File: config.mk
export PLATFORM = sky130hd
export DESIGN_NAME = lock_dialer
export DESIGN_NICKNAME = d
export VERILOG_FILES = /design/src/rtl/lock_dialer.sv
export SDC_FILE = /design/constraint.sdc
export NUM_CORES = 1
export LEC_CHECK = 0
export ABC_AREA = 1
export BUFFER_PORTS_ARGS = -buffer_cell sky130_fd_sc_hd__clkbuf_2
export CORE_MARGIN = 3
export CORE_UTILIZATION = 56
export DETAILED_ROUTE_END_ITERATION = 6
export PLACE_DENSITY = 0.77
export REMOVE_ABC_BUFFERS = 1
export SLEW_MARGIN = 0
export SYNTH_ARGS = -nofsm -noshare
export SYNTH_HDL_FRONTEND = slang
export SYNTH_SLANG_ARGS = --single-unit
File: constraint.sdc
create_clock -name clock -period 1.9 [get_ports clock]
set_clock_uncertainty 0.05 [all_clocks]
set_input_delay 0.095 -clock clock [delete_from_list [all_inputs] [get_ports clock]]
set_output_delay 0.095 -clock clock [all_outputs]
set_load 0.01 [all_outputs]
File: src/rtl/lock_dialer.sv
// Auto-dial sequencer for a combination lock: dials C1 clockwise, C2 counterclockwise,
// C3 clockwise, then waits for the lock to report open and flags done or fail.
module lock_dialer #(
  parameter int MSB     = 4,
  parameter int C1      = 12,
  parameter int C2      = 21,
  parameter int C3      = 15,
  parameter int TIMEOUT = 4,
  parameter int MAXSTEP = 64
) (
  input  logic         clock,
  input  logic         reset,
  input  logic         start,
  input  logic         abort,
  input  logic [MSB:0] position,
  input  logic         open,
  output logic         up,
  output logic         down,
  output logic         busy,
  output logic         done,
  output logic         fail
);

  localparam int W  = MSB + 1;
  localparam int SW = $clog2(MAXSTEP + 1);
  localparam int WW = $clog2(TIMEOUT + 1);

  localparam logic [W-1:0]  C1_P     = W'(C1);
  localparam logic [W-1:0]  C2_P     = W'(C2);
  localparam logic [W-1:0]  C3_P     = W'(C3);
  localparam logic [SW-1:0] STEP_LAST = SW'(MAXSTEP - 1);
  localparam logic [WW-1:0] WAIT_LAST = WW'(TIMEOUT - 1);

  typedef enum logic [2:0] {
    IDLE  = 3'd0,
    PREP  = 3'd1,
    CW1   = 3'd2,
    CCW2  = 3'd3,
    CW3   = 3'd4,
    WAIT  = 3'd5,
    DONE  = 3'd6,
    FAIL  = 3'd7
  } state_t;

  state_t        state, state_nxt;
  logic [SW-1:0] step_cnt, step_nxt;
  logic [WW-1:0] wait_cnt, wait_nxt;

  // State and counter registers
  always_ff @(posedge clock or posedge reset) begin
    if (reset) begin
      state    <= IDLE;
      step_cnt <= '0;
      wait_cnt <= '0;
    end else begin
      state    <= state_nxt;
      step_cnt <= step_nxt;
      wait_cnt <= wait_nxt;
    end
  end

  // Next-state logic; step requests depend on the live position so dialing stops exactly on target
  always_comb begin
    state_nxt = state;
    step_nxt  = step_cnt;
    wait_nxt  = wait_cnt;
    up        = 1'b0;
    down      = 1'b0;
    case (state)
      IDLE, DONE, FAIL: begin
        if (start) begin
          step_nxt  = '0;
          wait_nxt  = '0;
          state_nxt = (position == C1_P) ? PREP : CW1;
        end else begin
          state_nxt = state;
        end
      end
      PREP: begin
        // back off one notch so C1 is always reached by a clockwise move
        down      = 1'b1;
        state_nxt = CW1;
      end
      CW1: begin
        if (position != C1_P) begin
          up = 1'b1;
          if (step_cnt == STEP_LAST) state_nxt = FAIL;
          else                       step_nxt  = step_cnt + SW'(1);
        end else begin
          state_nxt = CCW2;
          step_nxt  = '0;
        end
      end
      CCW2: begin
        if (position != C2_P) begin
          down = 1'b1;
          if (step_cnt == STEP_LAST) state_nxt = FAIL;
          else                       step_nxt  = step_cnt + SW'(1);
        end else begin
          state_nxt = CW3;
          step_nxt  = '0;
        end
      end
      CW3: begin
        if (position != C3_P) begin
          up = 1'b1;
          if (step_cnt == STEP_LAST) state_nxt = FAIL;
          else                       step_nxt  = step_cnt + SW'(1);
        end else begin
          state_nxt = WAIT;
          wait_nxt  = '0;
        end
      end
      WAIT: begin
        if (open) begin
          state_nxt = DONE;
        end else if (wait_cnt == WAIT_LAST) begin
          state_nxt = FAIL;
        end else begin
          wait_nxt = wait_cnt + WW'(1);
        end
      end
      default: begin
        state_nxt = IDLE;
      end
    endcase
    if (abort) begin
      state_nxt = IDLE;
      step_nxt  = '0;
      wait_nxt  = '0;
    end else begin
      state_nxt = state_nxt;
    end
  end

  assign busy = (state == PREP) || (state == CW1) || (state == CCW2) ||
                (state == CW3)  || (state == WAIT);
  assign done = (state == DONE);
  assign fail = (state == FAIL);

endmodule

## Word-level counts from Yosys, hierarchy flattened

Index checks and enable logic that the tools add are counted.

- Add/sub/neg operators: 2
- Equal/unequal tests: 19
- Multiplexer cells: 28
- Reductions and logical operators: 11

Operator list:

| kind | number |
|---|---|
| two-way mux 7 bit | 6 |
| two-way mux 3 bit | 13 |
| one-hot mux 7 bit (4 select lines) | 1 |
| one-hot mux 3 bit (6 select lines) | 1 |
| inequality test 3 bit, second input constant | 5 |
| == test 3 bit, second input constant | 4 |
| inequality test 5 x 4 -> 1 bit, second input constant | 2 |
| == test 3 x 2 -> 1 bit, second input constant | 3 |
| one-hot mux 3 bit (3 select lines) | 1 |
| adder 7 x 1 -> 7 bit, second input constant | 1 |
| == test 7 x 6 -> 1 bit, second input constant | 1 |
| == test 5 x 4 -> 1 bit, second input constant | 1 |
| inequality test 5 bit, second input constant | 1 |
| AND reduction 5 bit | 1 |
| nonzero test 5 bit | 1 |
| logical OR 1 bit | 4 |
| inequality test 4 bit, second input constant | 1 |
| one-hot mux 1 bit (2 select lines) | 2 |
| nonzero test 4 bit | 1 |
| adder 3 x 1 -> 3 bit, second input constant | 1 |
| == test 3 x 1 -> 1 bit, second input constant | 1 |
| zero test 3 bit | 1 |
| two-way mux 1 bit | 3 |
| AND reduction 3 bit | 1 |
| other kinds (3) | 3 |

- Bits in registers: 13
- Logic and storage cells: 63

## Longest topological paths before layout

- Depth in word-level cells: 5
- Gate-level depth with buffers: 11

## Worst setup path after synthesis

OpenSTA, ideal clock, no wires.

- Path kind: reg2reg
- Start point: register wait_cnt[0]
- End point: register state[1]
- Library setup time: 0.116 ns
- Arrival: 1.298 ns
- Setup slack: 0.435 ns
- Stages on the path, launching flop included: 11
- Path buffers: 0
- Period minus slack after synthesis: 1.465 ns
- Path through: dfrtp_1 -> ha_1 -> ha_1 -> nor2_1 -> nand3_2 -> nand2_2 -> inv_2 -> nand2_1 -> nor2_1 -> nand2_1 -> nand2_1

- Cells in the longest elaborated chain, start to end: 3

Ends and longest elaborated chain:

| item | RTL line | text |
|---|---|---|
| start: declaration | 47 | `logic [WW-1:0] wait_cnt, wait_nxt;` |
| start signal: assignment | 58 | `wait_cnt <= wait_nxt;` |
| == test 3 x 2 -> 1 bit | 117 | `end else if (wait_cnt == WAIT_LAST) begin` |
| inequality test 4 bit (no source line) | - |  |
| AND reduction 2 bit (no source line) | - |  |
| end signal: assignment | 56 | `state <= state_nxt;` |
| end: declaration | 45 | `state_t state, state_nxt;` |

No other way between the ends.
A chain may end at the register's enable or synchronous reset.

## Worst setup path in the final report

- Start point: register state[1]
- End point: output port up

- Cells in the longest elaborated chain, start to end: 2

Ends and longest elaborated chain:

| item | RTL line | text |
|---|---|---|
| == test 3 bit / == test 3 x 2 -> 1 bit (equally long branches) | 69 | `case (state)` |
| one-hot mux 1 bit (2 select lines) * | 69 |  |
| end: declaration | 17 | `output logic up,` |

Every way passes the cells marked *; elsewhere a longest branch is shown, timed or not.

==> impl_metrics.json <==
{
  "status": "finished clean",
  "grt_pass1_wl_um": 4480,
  "route.detailed.drc": 0,
  "cts_resized": 0,
  "synth_edf_count": 0,
  "powerDensity_nw_per_um2": 516,
  "power_frac_seq": 0.473,
  "dpl_cell_area_sq_um": 1200,
  "die_w_um": 50.2,
  "grt_pass1_vias": 1091,
  "finalCritPeriodShare": 0.930,
  "layout.nets": 198,
  "dr.max_layer_used": "met4",
  "rrSetupSlack_ns": 0.23,
  "io_pins": 15,
  "wl_per_cell_um": 11.8,
  "clockRootBuffer": "clkbuf_4",
  "vias": 1121,
  "numCtsBuffers": 3,
  "antenna_found_initial": 0,
  "crit_start": "state[1]$_DFFE_PP0P_",
  "viasPerCell": 5.36,
  "drtIter0Drc": 34,
  "setup_violations": 0,
  "path_clk_slew_ns": 0.07,
  "yosys_warnings": 0,
  "coreArea_sq_um": 1780,
  "first_pass_iters": 4,
  "final_common_cell": "nand2_1",
  "p_switching_mw": 0.212,
  "synth_cell_type_count": 25,
  "max_stage_delay_ns": 0.45,
  "synth_seq_cells": 13,
  "totalWireLength_um": 2470,
  "power_leakage_nw": 0.651,
  "swShare": 0.334,
  "io_buffers": 14,
  "routed-wl-met3_um": 104,
  "critPathCapture": "up",
  "drt-met1-wl_um": 1110,
  "num_antenna_cells": 0,
  "postSynth.asyncResetShare": 1.00,
  "rsz0062_at_grt": "no",
  "post-dp-hpwl_um": 2040,
  "wl_met2_um": 1230,
  "multi_input_area_sq_um": 677,
  "fin_setup_tns_ns": 0,
  "rows": 15,
  "clkLatencyLatePin_ns": 0.27,
  "power_mw": 0.636,
  "cts_tree": "yes",
  "design_area_sq_um": 1230,
  "synth_ff_type": "dfrtp_1",
  "postCtsSetupBuffers": 0,
  "cp_cell_sequence": "inv_2 -> nand2_4 -> nor2_4 -> o21ai_0 -> nand2_1 -> clkbuf_2",
  "slew_violations": 0,
  "layout_setup_ws_ns": 0.133,
  "cts_max_path_buffers": 2,
  "grt_max_degree": 14,
  "r2r_start": "state[1]$_DFFE_PP0P_",
  "seqCellArea_sq_um": 325,
  "maxCapViolCount": 0,
  "power_frac_clock": 0.264,
  "hold_viol": 0,
  "dieHeight_um": 50.2,
  "synth_cells": 165,
  "ir_worst_vdd_v": 0.000520,
  "crit_type": "reg2out",
  "path_max_fanout": 6,
  "fmaxAchievable_ghz": 0.566,
  "hold_path_class": "in2reg",
  "syn_area_sq_um": 1090,
  "r2r_end": "wait_cnt[1]$_DFFE_PP0P_",
  "reg2reg_depth": 8,
  "cp_slowest_cell": "dfrtp_1",
  "cts.sinks": 13,
  "drive_gt1_frac": 0.212,
  "ant_nets": 0,
  "endpoint_kind": "primary output",
  "internal-power_mw": 0.424,
  "combinationalPowerShare": 0.262,
  "die-area_sq_um": 2520,
  "gr-total-overflow": 0,
  "slew_headroom": 0.669,
  "dp_slack_ns": 0.265,
  "critPathArrivalTime_ns": 1.62,
  "layout_common_cells": "nand2_1, nand3_1, inv_1, nor2_1, clkbuf_2",
  "syn_to_final_growth_pct": 12.6,
  "ys_seq_area_frac": 0.297,
  "gp_congestion": 0.989,
  "cts_max_level": 1,
  "cp.required_ns": 1.75,
  "synth_area_per_cell_sq_um": 6.64,
  "start_kind": "register",
  "fill_cells": 167,
  "grtUsageTotal": 0.228,
  "worstMarginPinSlew_ns": 0.496,
  "start_util": 0.614,
  "min_period_ns": 1.77
}
==> cell type report <==
class | count | share of cell area
Tap cell | 25 | 0.0254
Inverter | 24 | 0.0751
Clock buffer | 4 | 0.0213
Timing Repair Buffer | 15 | 0.0650
Sequential cell | 13 | 0.264
Multi-Input combinational cell | 128 | 0.549
==> state kept, by name, summed over array words and instances (netlist names) <==
signal,flops
wait_cnt,3
step_cnt,7
state,3
==> stage by stage <==
stage          std cells  hold slack, ns   util
2_1_floorplan        165         -0.0780      -
3_3_place_gp         204          0.0657  0.671
3_5_place_dp         204          0.0705  0.671
4_1_cts              209           0.117  0.691
5_1_grt              209           0.157  0.691
6_report             209           0.129  0.691
==> power by group through the flow <==
| stage | registers [mW] | logic [mW] | clock network [mW] |
|---|---|---|---|
| after floorplan | 0.303 | 0.122 | 0 |
| after global placement | 0.305 | 0.163 | 0 |
| after detailed placement | 0.306 | 0.164 | 0 |
| after CTS | 0.301 | 0.166 | 0.174 |
| after global routing | 0.302 | 0.190 | 0.188 |
| final | 0.301 | 0.167 | 0.168 |
==> cells by family after synthesis <==
family                     Yosys count  synth area share
AOI/OAI and AO/OA                   19            0.0960
adders and majority gates            3            0.0343
buffers and inverters               24            0.0846
DFF                                 13             0.297
and+or+nand+nor                    106             0.488
==> Yosys cell counts (4+ instances only) <==
| cell | count | area, sq um |
|---|---|---|
| nand2_1 | 45 | 169 |
| nand2_2 | 5 | 31.3 |
| inv_2 | 4 | 15.0 |
| nand4_1 | 4 | 25.0 |
| dfrtp_1 | 13 | 325 |
| nor2_1 | 15 | 56.3 |
| o21ai_0 | 12 | 60.1 |
| nand3_1 | 23 | 115 |
| inv_1 | 18 | 67.6 |
==> worst max-delay path, delay by kind of cell (launching register included) <==
kind	cells	cell delay, ns
and+or+nand+nor	3	0.41
DFF	1	0.45
buffers and inverters	2	0.29
AOI/OAI and AO/OA	1	0.21
==> how the worst min path moves through the flow <==
stage / to / cells after the start / slack, ns / from
2_1_floorplan: state[0]$_DFFE_PP0P_ / 1 / -0.08 / reset
5_1_grt: wait_cnt[0]$_DFFE_PP0P_ / 4 / 0.16 / open
3_3_place_gp: wait_cnt[2]$_DFFE_PP0P_ / 2 / 0.07 / reset
3_5_place_dp: wait_cnt[2]$_DFFE_PP0P_ / 2 / 0.07 / reset
4_1_cts: wait_cnt[0]$_DFFE_PP0P_ / 4 / 0.12 / open
6_report: wait_cnt[0]$_DFFE_PP0P_ / 4 / 0.13 / open
==> metal layers <==
metal / global-route usage / vias to the layer above
met2: 0.393 / 25
li1: - / 574
met1: 0.278 / 518
met5: 0 / -
met4: 0.0691 / 0
met3: 0.0564 / 4
==> repair_timing <==
item	in CTS	in global routing
hold buffers	1	0
hold endpoints to repair	13	0
endpoints found under the setup margin	0	0
(Power assumes the default switching activity.)
